$ cat src/rtl/fp_adder_pipe.sv
// Three-stage pipelined floating-point adder/subtractor with valid/ready flow control.
// Stage 1 unpacks and aligns, stage 2 adds, stage 3 normalises and packs. Rounding truncates toward zero.
module fp_adder_pipe #(
  parameter int unsigned EXP_W = 8,
  parameter int unsigned MAN_W = 23
) (
  input  logic                   clk,
  input  logic                   rst,
  input  logic                   in_valid,
  output logic                   in_ready,
  input  logic [EXP_W+MAN_W:0]   A,
  input  logic [EXP_W+MAN_W:0]   B,
  input  logic                   op_sub,
  output logic                   out_valid,
  input  logic                   out_ready,
  output logic [EXP_W+MAN_W:0]   sum,
  output logic                   cout,
  output logic                   overflow,
  output logic                   invalid
);

  localparam int unsigned W   = 1 + EXP_W + MAN_W;
  localparam int unsigned AW  = MAN_W + 2;
  localparam int unsigned LZW = $clog2(AW + 1);
  localparam int unsigned EXW = EXP_W + 2;
  localparam logic [W-1:0] QNAN = {1'b0, {EXP_W{1'b1}}, 1'b1, {(MAN_W-1){1'b0}}};
  localparam logic signed [EXW-1:0] EXP_MAX  = EXW'((1 << EXP_W) - 1);
  localparam logic signed [EXW-1:0] EXP_ZERO = '0;

  logic advance;
  assign advance  = out_ready | ~out_valid;
  assign in_ready = advance;

  // Stage 1: unpack, classify, order by magnitude and align
  logic               sa, sb, za, zb, ia, ib, na, nb, a_ge;
  logic [EXP_W-1:0]   ea, eb, big_e, small_e, diff;
  logic [MAN_W-1:0]   fa, fb, big_f, small_f;
  logic [AW-1:0]      small_m;
  logic               sp, sp_inv;
  logic [W-1:0]       sp_word;

  assign sa      = A[W-1];
  assign sb      = B[W-1] ^ op_sub;
  assign ea      = A[W-2 -: EXP_W];
  assign eb      = B[W-2 -: EXP_W];
  assign fa      = A[MAN_W-1:0];
  assign fb      = B[MAN_W-1:0];
  assign za      = (ea == '0);
  assign zb      = (eb == '0);
  assign ia      = (ea == '1) && (fa == '0);
  assign ib      = (eb == '1) && (fb == '0);
  assign na      = (ea == '1) && (fa != '0);
  assign nb      = (eb == '1) && (fb != '0);
  assign a_ge    = (A[W-2:0] >= B[W-2:0]);
  assign big_e   = a_ge ? ea : eb;
  assign small_e = a_ge ? eb : ea;
  assign big_f   = a_ge ? fa : fb;
  assign small_f = a_ge ? fb : fa;
  assign diff    = big_e - small_e;
  assign small_m = (int'(diff) >= int'(AW)) ? '0 : ({1'b1, small_f, 1'b0} >> diff);

  // Special operands bypass the datapath with a precomputed result word
  always_comb begin
    sp      = 1'b0;
    sp_inv  = 1'b0;
    sp_word = '0;
    if (na || nb || (ia && ib && (sa != sb))) begin
      sp      = 1'b1;
      sp_inv  = 1'b1;
      sp_word = QNAN;
    end else if (ia || ib) begin
      sp      = 1'b1;
      sp_word = {(ia ? sa : sb), {EXP_W{1'b1}}, {MAN_W{1'b0}}};
    end else if (za && zb) begin
      sp      = 1'b1;
      sp_word = {(sa & sb), {(W-1){1'b0}}};
    end else if (za) begin
      sp      = 1'b1;
      sp_word = {sb, eb, fb};
    end else if (zb) begin
      sp      = 1'b1;
      sp_word = A;
    end
  end

  logic               s1_valid, s1_sp, s1_inv, s1_sign, s1_sub;
  logic [W-1:0]       s1_sp_word;
  logic [EXP_W-1:0]   s1_exp;
  logic [AW-1:0]      s1_big, s1_small;

  always_ff @(posedge clk or posedge rst) begin
    if (rst) begin
      s1_valid   <= 1'b0;
      s1_sp      <= 1'b0;
      s1_inv     <= 1'b0;
      s1_sign    <= 1'b0;
      s1_sub     <= 1'b0;
      s1_sp_word <= '0;
      s1_exp     <= '0;
      s1_big     <= '0;
      s1_small   <= '0;
    end else if (advance) begin
      s1_valid   <= in_valid;
      s1_sp      <= sp;
      s1_inv     <= sp_inv;
      s1_sign    <= a_ge ? sa : sb;
      s1_sub     <= sa ^ sb;
      s1_sp_word <= sp_word;
      s1_exp     <= big_e;
      s1_big     <= {1'b1, big_f, 1'b0};
      s1_small   <= small_m;
    end
  end

  // Stage 2: magnitude add or subtract; the larger operand is always first
  logic [AW:0] add_res;
  assign add_res = s1_sub ? ({1'b0, s1_big} - {1'b0, s1_small})
                          : ({1'b0, s1_big} + {1'b0, s1_small});

  logic               s2_valid, s2_sp, s2_inv, s2_sign;
  logic [W-1:0]       s2_sp_word;
  logic [EXP_W-1:0]   s2_exp;
  logic [AW:0]        s2_mant;

  always_ff @(posedge clk or posedge rst) begin
    if (rst) begin
      s2_valid   <= 1'b0;
      s2_sp      <= 1'b0;
      s2_inv     <= 1'b0;
      s2_sign    <= 1'b0;
      s2_sp_word <= '0;
      s2_exp     <= '0;
      s2_mant    <= '0;
    end else if (advance) begin
      s2_valid   <= s1_valid;
      s2_sp      <= s1_sp;
      s2_inv     <= s1_inv;
      s2_sign    <= s1_sign;
      s2_sp_word <= s1_sp_word;
      s2_exp     <= s1_exp;
      s2_mant    <= add_res;
    end
  end

  // Stage 3: normalise, detect under/overflow, pack
  logic                   carry;
  logic [LZW-1:0]         lz;
  logic [MAN_W-1:0]       frac;
  logic signed [EXW-1:0]  e_res;
  logic [W-1:0]           res_word;
  logic                   res_cout, res_ovf, res_inv;

  assign carry = s2_mant[AW];

  always_comb begin
    lz = LZW'(AW);
    for (int i = 0; i < int'(AW); i++) begin
      if (s2_mant[i]) lz = LZW'(int'(AW) - 1 - i);
    end
  end

  assign frac  = carry ? MAN_W'(s2_mant >> 2)
                       : MAN_W'((s2_mant[AW-1:0] << lz) >> 1);
  assign e_res = carry ? $signed(EXW'(s2_exp) + EXW'(1'b1))
                       : $signed(EXW'(s2_exp) - EXW'(lz));

  always_comb begin
    res_word = '0;
    res_cout = 1'b0;
    res_ovf  = 1'b0;
    res_inv  = 1'b0;
    if (s2_sp) begin
      res_word = s2_sp_word;
      res_inv  = s2_inv;
    end else if (s2_mant == '0) begin
      res_word = '0;
    end else if (e_res <= EXP_ZERO) begin
      res_word = {s2_sign, {(W-1){1'b0}}};
    end else if (e_res >= EXP_MAX) begin
      res_word = {s2_sign, {EXP_W{1'b1}}, {MAN_W{1'b0}}};
      res_ovf  = 1'b1;
      res_cout = carry;
    end else begin
      res_word = {s2_sign, e_res[EXP_W-1:0], frac};
      res_cout = carry;
    end
  end

  // Output register: flags are forced low whenever no result is presented
  always_ff @(posedge clk or posedge rst) begin
    if (rst) begin
      out_valid <= 1'b0;
      sum       <= '0;
      cout      <= 1'b0;
      overflow  <= 1'b0;
      invalid   <= 1'b0;
    end else if (advance) begin
      out_valid <= s2_valid;
      sum       <= s2_valid ? res_word : '0;
      cout      <= s2_valid & res_cout;
      overflow  <= s2_valid & res_ovf;
      invalid   <= s2_valid & res_inv;
    end
  end

endmodule
$ cat config.mk
export PLATFORM = sky130hd
export DESIGN_NAME = fp_adder_pipe
export DESIGN_NICKNAME = d
export VERILOG_FILES = /design/src/rtl/fp_adder_pipe.sv
export SDC_FILE = /design/constraint.sdc
export NUM_CORES = 1
export LEC_CHECK = 0
export CORE_UTILIZATION = 44
export CTS_CLUSTER_DIAMETER = 60
export DETAILED_ROUTE_END_ITERATION = 16
export DONT_BUFFER_PORTS = 1
export PLACE_DENSITY = 0.66
export RECOVER_POWER = 100
export SLEW_MARGIN = 20
export SYNTH_ARGS = -nofsm -noshare
export SYNTH_HDL_FRONTEND = slang
export SYNTH_SLANG_ARGS = --single-unit
$ cat constraint.sdc
create_clock -name clk -period 7.2 [get_ports clk]
set_clock_uncertainty 0.15 [all_clocks]
set_input_delay 0.72 -clock clk [delete_from_list [all_inputs] [get_ports clk]]
set_output_delay 0.72 -clock clk [all_outputs]
set_load 0.03 [all_outputs]
==> metrics <==
post_cts resized 0; # diodes 0; GR Util met1 39.1%; Final Wtd Congestion roughly 1; worst reg-to-reg setup slack 0.89 ns; Pre-antenna DRT Iters 6; commonest non-fill, non-tap cell in the layout nand2_1; post-route antenna net violation count 0; FF+latch count, synth 200; core area 32700 um2; Slew Viols, Final about 160; nets 1856; Row Count 66; EDFF count, synth 0; root buf cell clkbuf_16; hold_buf cts 0; total routed wirelength 44.6 mm; Critical Path End Type flop; Worst setup SP type flop; max_cap viols 2; fin crit share a little under 90%; Setup Buffers After CTS 0; unrepaired setup endpoints after global routing false; met3 global-route usage under 10%; share of layout cells above drive strength 1 4.51%; grt peak-use layer met2; commonest non-fill, non-tap cells in the layout nand2_1 (259), dfrtp_1 (200), o21ai_0 (146); 1st-iter DRT viols 1304; initial antenna violation count 0; asr flop ratio synth 100%; Area growth, synth to finish 5.84%; Fin Hold WS 0.322 ns; grt ovf 0; DIE HEIGHT 185 um; total die area about 34000 um2; Crit path buffers/inverters 2; static leakage 7.08 nW; Tightest Pin Transition 5.03 ns; CP arrival roughly 6.5 ns; pin count of the biggest net entering global routing between 200 and 250; clock sink count 200; Final min period ~6.3 ns; chip width 185 um; vias in the first global route 12200; status finished, violations left; clock buffer depth 2; crit path from s2_mant[21]; met2 Usage GRT 39.2%; Crit path largest cell delay around 0.95 ns; slew margin rel. -235%; top_reg_cell synth dfrtp_1; DRC viols 0; crit-path cells nor4_1 > nand2_1 > a21oi_1 > inv_1 > ha_1 > o21ai_0 > nand2b_1 > a2111o_1 > nor3_1 > nor3_1 > nand3_1 > nor2_1 > a31oi_1 > nand4_1 > clkbuf_1 > nor2_1 > a222oi_1 > o31ai_1; total CTS buffers 17; clock latency on the worst-skew pair ~0.45 ns; CTS H-tree depth 4; max frequency 158 MHz; TritonCTS clock tree yes; Syn Area/Cell 8.32 um2; setup violators final 0; Vias 13200; HP Start in_valid; first-pass GRT wire length approximately 70 mm; DR vias/cell approximately 6; IO buf count 0; R2R Path Start s2_mant[21]; failing checks capacitance limit, slew limit; crit-path max FO 14; cell area after synthesis 14700 um2; crit path kind flop to flop; final setup TNS 0 ns; post-layout worst setup margin around 0.89 ns; CTS clock-pin slew for the worst setup and hold paths around 0.09 ns; Starting Density 44.9%; Synth warnings 0; I/O pin count approximately 110; CP delay by family, top simple AND/OR/NAND/NOR gates; Unique masters post-synth slightly above 80; Pwr Density approximately 360 nW/um2; dpl ws 1.18 ns; Final HPWL DP 33.7 mm; Hold/Removal Path Class primary input to flop; sequential area share after synthesis 34.1%; slowest CP cell nor4_1; Worst VDD drop 0.353 mV; GR Util All Layers 26.2%; CP required 7.38 ns; syn nets 1925; Fin. Hold Viols 0; synthesized instance count between 1500 and 2000; Avg WL per Cell 20.7 um
report_power, final:
part           internal, W  total (W)  switching (W)
Combinational      0.00104    0.00275        0.00171
Clock             0.000505    0.00100       0.000497
Sequential         0.00139    0.00187       0.000487
Total              0.00293    0.00563        0.00269
cells by family after synthesis:
family / count (synthesis) / share of synthesized area, %
compound gates: 530 / 23.9
mux: 132 / 9.17
flops: 200 / 34.1
xor+xnor: 36 / 2.15
buf+inv: 208 / 5.61
fa+ha+maj: 91 / 7.90
simple gates: 568 / 17.2
sequential cells by signal (all words and copies together), names as in the netlist, 8 cells and up:
| register | cells |
|---|---|
| s1_sp_word | 32 |
| s2_sp_word | 32 |
| sum | 32 |
| s2_mant | 26 |
| s1_small | 25 |
| s1_big | 24 |
| s1_exp | 8 |
| s2_exp | 8 |
cells in the mapped netlist, drive strengths merged (5+ instances only):
cell type | n | share of area (%)
a2111oi | 6 | 0.36
a211oi | 24 | 1.3
a21o | 11 | 0.56
a21oi | 136 | 4.7
a221o | 11 | 0.75
a221oi | 9 | 0.54
a222oi | 14 | 0.95
a22o | 48 | 2.9
a22oi | 32 | 1.7
a31oi | 10 | 0.43
and2 | 7 | 0.30
buf | 33 | 1.1
clkbuf | 70 | 1.8
dfrtp | 200 | 34
ha | 88 | 7.5
inv | 105 | 2.7
mux2 | 11 | 0.84
mux2i | 120 | 8.2
nand2 | 259 | 6.6
nand2b | 21 | 0.89
nand3 | 17 | 0.58
nand3b | 6 | 0.31
nand4 | 19 | 0.81
nor2 | 139 | 3.6
nor2b | 17 | 0.72
nor3 | 33 | 1.2
nor4 | 22 | 0.94
o211ai | 7 | 0.39
o21a | 7 | 0.36
o21ai | 152 | 5.2
o21bai | 5 | 0.26
o31ai | 11 | 0.56
or2 | 8 | 0.34
or3 | 9 | 0.38
xnor2 | 29 | 1.7
xor2 | 7 | 0.42
layout make-up:
type | instances | area, um2
Clock buffer | 17 | 425
Clock inverter | 15 | 203
Fill cell | 3215 | 17200
Inverter | 105 | 394
Multi-Input combinational cell | 1357 | 8850
Sequential cell | 200 | 5000
Tap cell | 442 | 553
Timing Repair Buffer | 15 | 121
routing by layer:
metal  up-vias  wire length, um
li1       6229                -
met1      6357            21300
met2       563            19400
met3        68             2950
met4         0              911
met5         -                0
worst reg2reg max path, stage by stage (launching register included):
cell	delay [ns]
dfrtp_1	0.48
nor4_1	0.95
nand2_1	0.50
a21oi_1	0.74
inv_1	0.18
ha_1	0.36
o21ai_0	0.09
nand2b_1	0.11
a2111o_1	0.45
nor3_1	0.20
nor3_1	0.10
nand3_1	0.10
nor2_1	0.05
a31oi_1	0.50
nand4_1	0.15
clkbuf_1	0.36
nor2_1	0.42
a222oi_1	0.15
o31ai_1	0.16
final timing paths:
| kind | cells past startpoint | to |
|---|---|---|
| max in group asynchronous | 1 | s1_small[8] |
| min reg2reg | 2 | s2_sp_word[23] |
| max | 18 | sum[15] |
| min | 2 | s1_valid |
| min in group asynchronous | 1 | sum[17] |
| max reg2reg | 18 | sum[15] |
through the flow:
stage               area (um2)  utilization [%]  instances  power, W
finish                   15500             47.5       2151   0.00563
global route             15500             47.5       2151   0.00601
CTS                      15600             47.7       2151   0.00561
detailed placement       15000             45.8       2119   0.00460
global placement         15000             45.8       2119   0.00458
floorplan                14700                -       1765   0.00385
Note: power is estimated with default switching activity, not from simulation.
